[src/rtl/bcd_comparator_serial.sv]
// Serial MSD-first BCD magnitude comparator, one digit per clock with early exit.
// Optional invalid-digit detection is enabled by defining BCD_DIGIT_CHECK_EN.
module bcd_comparator_serial #(
    parameter int DIGITS = 4
) (
    input  logic                  clk,
    input  logic                  rst,
    input  logic                  start,
    input  logic [4*DIGITS-1:0]   a,
    input  logic [4*DIGITS-1:0]   b,
    output logic                  busy,
    output logic                  done,
    output logic                  a_gt_b,
    output logic                  a_eq_b,
    output logic                  a_ge_b,
    output logic                  err
);

    localparam int IW = (DIGITS > 1) ? $clog2(DIGITS) : 1;
    localparam logic [IW-1:0] TOP_IDX = IW'(DIGITS - 1);

    typedef enum logic [1:0] {
        S_IDLE    = 2'd0,
        S_COMPARE = 2'd1,
        S_DONE    = 2'd2
    } state_t;

    state_t                r_state;
    state_t                w_state_nxt;
    logic [4*DIGITS-1:0]   r_a;
    logic [4*DIGITS-1:0]   r_b;
    logic [IW-1:0]         r_idx;
    logic                  r_gt;
    logic                  r_eq;
    logic [4*DIGITS-1:0]   w_sh_a;
    logic [4*DIGITS-1:0]   w_sh_b;
    logic [3:0]            w_dig_a;
    logic [3:0]            w_dig_b;
    logic                  w_diff;
    logic                  w_last;
    logic                  w_bad;

    // Current digit is brought down to the low nibble by shifting.
    assign w_sh_a  = r_a >> {r_idx, 2'b00};
    assign w_sh_b  = r_b >> {r_idx, 2'b00};
    assign w_dig_a = w_sh_a[3:0];
    assign w_dig_b = w_sh_b[3:0];
    assign w_diff  = (w_dig_a != w_dig_b);
    assign w_last  = (r_idx == '0);

`ifdef BCD_DIGIT_CHECK_EN
    always_comb begin
        w_bad = 1'b0;
        for (int i = 0; i < DIGITS; i++) begin
            if (a[4*i +: 4] > 4'd9 || b[4*i +: 4] > 4'd9) begin
                w_bad = 1'b1;
            end
        end
    end
`else
    assign w_bad = 1'b0;
`endif

    always_ff @(posedge clk) begin
        if (rst) begin
            r_state <= S_IDLE;
        end else begin
            r_state <= w_state_nxt;
        end
    end

    always_comb begin
        w_state_nxt = r_state;
        busy        = 1'b0;
        done        = 1'b0;
        unique case (r_state)
            S_IDLE: begin
                if (start) begin
                    w_state_nxt = w_bad ? S_DONE : S_COMPARE;
                end
            end
            S_COMPARE: begin
                busy = 1'b1;
                if (w_diff || w_last) begin
                    w_state_nxt = S_DONE;
                end
            end
            S_DONE: begin
                done        = 1'b1;
                w_state_nxt = S_IDLE;
            end
            default: w_state_nxt = S_IDLE;
        endcase
    end

    always_ff @(posedge clk) begin
        if (rst) begin
            r_a   <= '0;
            r_b   <= '0;
            r_idx <= '0;
            r_gt  <= 1'b0;
            r_eq  <= 1'b0;
        end else begin
            case (r_state)
                S_IDLE: begin
                    if (start) begin
                        r_a   <= a;
                        r_b   <= b;
                        r_idx <= TOP_IDX;
                        r_gt  <= 1'b0;
                        r_eq  <= 1'b0;
                    end
                end
                S_COMPARE: begin
                    if (w_diff) begin
                        r_gt <= (w_dig_a > w_dig_b);
                        r_eq <= 1'b0;
                    end else if (w_last) begin
                        r_gt <= 1'b0;
                        r_eq <= 1'b1;
                    end else begin
                        r_idx <= r_idx - 1'b1;
                    end
                end
                default: ;
            endcase
        end
    end

`ifdef BCD_DIGIT_CHECK_EN
    logic r_err;

    always_ff @(posedge clk) begin
        if (rst) begin
            r_err <= 1'b0;
        end else if (r_state == S_IDLE && start) begin
            r_err <= w_bad;
        end
    end

    assign err = r_err;
`else
    assign err = 1'b0;
`endif

    assign a_gt_b = r_gt;
    assign a_eq_b = r_eq;
    assign a_ge_b = r_gt | r_eq;

endmodule
[config.mk]
export PLATFORM = sky130hd
export DESIGN_NAME = bcd_comparator_serial
export DESIGN_NICKNAME = d
export VERILOG_FILES = /design/src/rtl/bcd_comparator_serial.sv
export SDC_FILE = /design/constraint.sdc
export NUM_CORES = 1
export LEC_CHECK = 0
export ABC_CLOCK_PERIOD_IN_PS = 2200
export BUFFER_PORTS_ARGS = -buffer_cell sky130_fd_sc_hd__buf_2
export CAP_MARGIN = 15
export CORE_ASPECT_RATIO = 0.7
export CORE_MARGIN = 4
export CORE_UTILIZATION = 47
export CTS_BUF_LIST = sky130_fd_sc_hd__clkbuf_16
export DETAILED_ROUTE_END_ITERATION = 10
export PLACE_DENSITY = 0.74
export SLEW_MARGIN = 5
export SYNTH_ARGS = -nofsm -noshare
export SYNTH_HDL_FRONTEND = slang
export SYNTH_SLANG_ARGS = --single-unit
export TNS_END_PERCENT = 20
[constraint.sdc]
create_clock -name clk -period 2.2 [get_ports clk]
set_clock_uncertainty 0.2 [all_clocks]
set_input_delay 0.33 -clock clk [delete_from_list [all_inputs] [get_ports clk]]
set_output_delay 0.33 -clock clk [all_outputs]
set_load 0.01 [all_outputs]
-- Word level (Yosys, flattened, before mapping)
Cells that the tools add are included.
- register bits after elaboration: 38
- input bits: 35
- output and inout port bits: 6
- word-level logic and storage cells: 43
- add/sub/neg operators: 1
- $lt $le $gt $ge: 1
- eq/ne operators: 8
- shifts and indexed selects: 2
- mux-type cells: 16
- bitwise gates (word level): 1
- reduce and logical (&&, ||, !) cells: 8
- operator list (cell ; number):
    $shr A16 B4 Y4 ; 2
    $mux W2 ; 5
    $ne A2 B2 Y1 const B ; 4
    $pmux W2 S2 ; 2
    $mux W1 ; 7
    $gt A4 B4 Y1 ; 1
    $logic_not A2 Y1 ; 2
    $ne A4 B4 Y1 ; 1
    $pmux W1 S2 ; 2
    $reduce_and A2 Y1 ; 2
    $reduce_and A4 Y1 ; 1
    $ne A3 B3 Y1 const B ; 1
    $reduce_and A3 Y1 ; 1
    $eq A2 B1 Y1 const B ; 1
    $eq A2 B2 Y1 const B ; 1
    $reduce_bool A2 Y1 ; 1
    $sub A2 B1 Y2 const B ; 1
    $logic_or A1 B1 Y1 ; 1
    $or A1 B1 Y1 ; 1

-- Depth between registers and ports, before layout
- depth after elaboration: 5
- gate-level depth with buffers: 8
- mapped depth without buffers: 7

-- Worst setup path before layout
No wires, ideal clock.
- path kind: register to register
- from: reg r_idx[0]
- to: reg r_gt (netlist: a_gt_b)
- library setup time: 0.117 ns
- arrival: 2.049 ns
- required time: 1.883 ns
- setup slack: -0.167 ns
- stages on the path, launching flop included: 8
- buffers on the path: 1
- period minus slack after synthesis: 2.367 ns
- cells stage by stage: dfxtp_1 > buf_4 > mux4_2 > ha_1 > nand4_2 > nor2_1 > a211o_1 > a32o_1
- longest elaborated chain between the ends: 4
- RTL lines (what ; line ; source):
    start, declared ; 32 ; logic [IW-1:0] r_idx;
    start signal, assigned ; 122 ; r_idx <= r_idx - 1'b1;
    $shr A16 B4 Y4 (on tied branches) ; 44, 45 ;
    $gt A4 B4 Y1 / $ne A4 B4 Y1 (equally long branches) ; 116, 48 ;
    $mux W1 / $ne A3 B3 Y1 (equally long branches) ; n/a ;
    $pmux W1 S2 / $reduce_and A3 Y1 (equally long branches) ; n/a ;
    end signal, assigned ; 116 ; r_gt <= (w_dig_a > w_dig_b);
    end, declared ; 33 ; logic r_gt;
Several ways; a longest one is shown, not always the timed one.
A chain may end at the register's enable or synchronous reset.

-- Worst setup path in the final report
Ends and elaborated chain as after synthesis.

==> results.cfg <==
[clock_network]
clock_latency_ps = 280
cts.htree.levels = 2
cts_tree = yes
cts_sinks = 38
root_buffer = clkbuf_16
hold_buffers = 0
clock_path_buffers = 2
clk_pin_slew_worst_paths_ps = 50
cts_buffers = 5

[global_route]
grt_overflow = 0
globalRouteTotalUtil_pct = 17.8
grt_pass1_vias = 1414
grt_max_degree = 23
grt_pass1_wl_microns = 6320
antenna_found_initial = 0

[power]
power_leakage_nw = 0.940
ir_drop_mv = 0.617
powerDensity_nw_per_um2 = 907

[hold_path]
holdPathStages = 3
hold_class = in2reg
min_from = a[12]
hold_end = r_a[12]

[logic_synthesis]
ys_seq_area_share_pct = 44.5
synth_top_cell_area_share_pct = 44.5
syn-cell-area_sq_um = 1710
synth_top_cell_by_area = dfxtp_1
syn_nets = 237
syn_inst = 197
ys_top_cells_by_area = dfxtp_1, nand2_1, mux4_2, a21oi_1, ha_1
syn_area_per_cell_sq_um = 8.68
ys_seq_elements = 38
yosysWarnings = 0
yosysUniqueCellTypes = 25

[finish]
fillers = 321
diodes = 0
final_core_util_pct = 64.1
nNetsFinal = 283
area_growth_pct = 31.7
drive_above_1_share_pct = 34.0
register_area_sq_um = 764
multi_input_area_sq_um = 907

[die]
fp.dieArea_sq_um = 4680
core-area_sq_um = 3510
io_pins = 41
num_rows = 18
die_h_microns = 58.5
die_x_microns = 80.1
start_util_pct = 48.6

[worst_setup_path]
cp-start-kind = flip-flop
r2r_cells = 8
r2r_end = a_gt_b
ff2ff_setup_slack_ps = -60
crit_type = reg2reg
critical_path.max_fanout = 6
r2r-start = r_idx[0]
critical_path_required_ps = 2170
end_kind = flip-flop
arrival_ps = 2230

[place]
place_congestion = 0.790
place.port_buffers = 39
dp_slack_ps = -116
hpwl_microns = 2740

[status]
status = finished with violations
violations = negative setup slack

[sta]
post-route-period-util_pct = 103
fin_ws_ps = -61.9
min_period_ps = 2260
slew_viol_final = 0
hold_viol = 0
fmax_ghz = 0.442
setup_viol = 4
grt_setup_unrepaired = yes
hold_slack_ps = 84.9

[route]
vias = 1459
drc = 0
dr.pass1.iters = 4
routed_wl_microns = 3770
ant_nets = 0
wire_per_inst_microns = 12.8
avgViaCountPerCell = 4.96
drtIter0Drc = 80

[flow_run]
maxCapViolCount = 0
[cell usage after synthesis]
library cell and number:
mux4_2 8, nand2b_2 1, a211o_1 1, buf_6 4
o21ai_0 1, nor2b_1 2, ha_1 5, dfxtp_1 38
a211oi_1 2, conb_1 1, and2_1 1, clkbuf_1 4
inv_2 1, or2_2 1, nor3_1 3, nand4_2 1
a21oi_1 35, a32o_1 1, buf_4 2, nand2_1 66
nor3_4 1, a2111oi_2 1, buf_2 4, nor2_1 6
inv_1 7
[layer usage]
metal / global-route usage [%] / wire (microns)
met5: 0 / 0
met2: 27.2 / 1710
met3: 7.19 / 251
met4: 5.30 / 31
met1: 23.3 / 1780
[cell families after synthesis]
| kind of cell | synth area share [%] |
|---|---|
| other | 0.219 |
| adders and majority gates | 3.66 |
| AOI/OAI and AO/OA | 13.4 |
| DFF | 44.5 |
| muxes | 10.5 |
| and+or+nand+nor | 20.4 |
| buffers and inverters | 7.32 |
[worst max-delay path, cell delays in order (launching register included)]
cell and delay [ps]:
dfxtp_4 410, buf_6 110, mux4_2 490, inv_2 90, ha_4 210, nand4_4 120, nor2_2 50, a211o_1 260
a32o_1 200
[cells in the final DEF (no fill, tap or decap), types with 2 or more instances in the layout]
cell type  synthesis  routed
nor2b_1            2       2
nand2_1           66      66
buf_4              2      10
inv_1              7       7
buf_2              4      39
a21oi_1           35      35
buf_6              4       3
clkbuf_16          0       5
nor2_1             6       5
mux4_2             8       8
ha_4               0       4
dfxtp_1           38      37
inv_2              1       3
nor3_1             3       2
[state kept, by name, indices dropped and copies added, names as in the netlist]
| name | cells |
|---|---|
| r_a | 16 |
| r_b | 16 |
| r_idx | 2 |
| r_state | 2 |
| a_eq_b | 1 |
| a_gt_b | 1 |
[area by class of cell]
type / count / area share [%]
timing repair buffer: 53 / 14.4
tap: 50 / 2.78
inverter: 8 / 1.33
clock buffer: 5 / 5.56
clock inverter: 3 / 1.67
sequential: 38 / 34.0
multi-input combinational: 137 / 40.3
[timing repair]
action,CTS,global route
pin swaps,2,4
gates resized for setup,7,2
setup endpoints to repair,5,5
setup buffers,4,0
[power by group]
group	internal, mW	switching [mW]
clock network	0.526	0.260
logic	0.238	0.234
registers	0.746	0.0391
total	1.51	0.533
[stage by stage]
step                      setup TNS [ps]  std cells  power, mW  instance area, sq um
final                               -244        294       2.04                  2250
after floorplan                        0        197       1.11                  1780
after CTS                           -110        294       2.05                  2240
after global routing                -684        294       2.14                  2250
after detailed placement            -391        282       1.23                  2020
after global placement              -215        282       1.21                  2020
[worst max-delay path by stage]
stage / startpoint / end / cells past startpoint
6_report: r_idx[0] / a_gt_b / 8
3_3_place_gp: r_idx[0] / a_eq_b / 5
5_1_grt: r_idx[0] / r_state[0] / 8
4_1_cts: r_idx[0] / a_gt_b / 8
3_5_place_dp: r_idx[0] / a_eq_b / 5
2_1_floorplan: r_idx[0] / a_gt_b / 8
(Power assumes the default switching activity.)
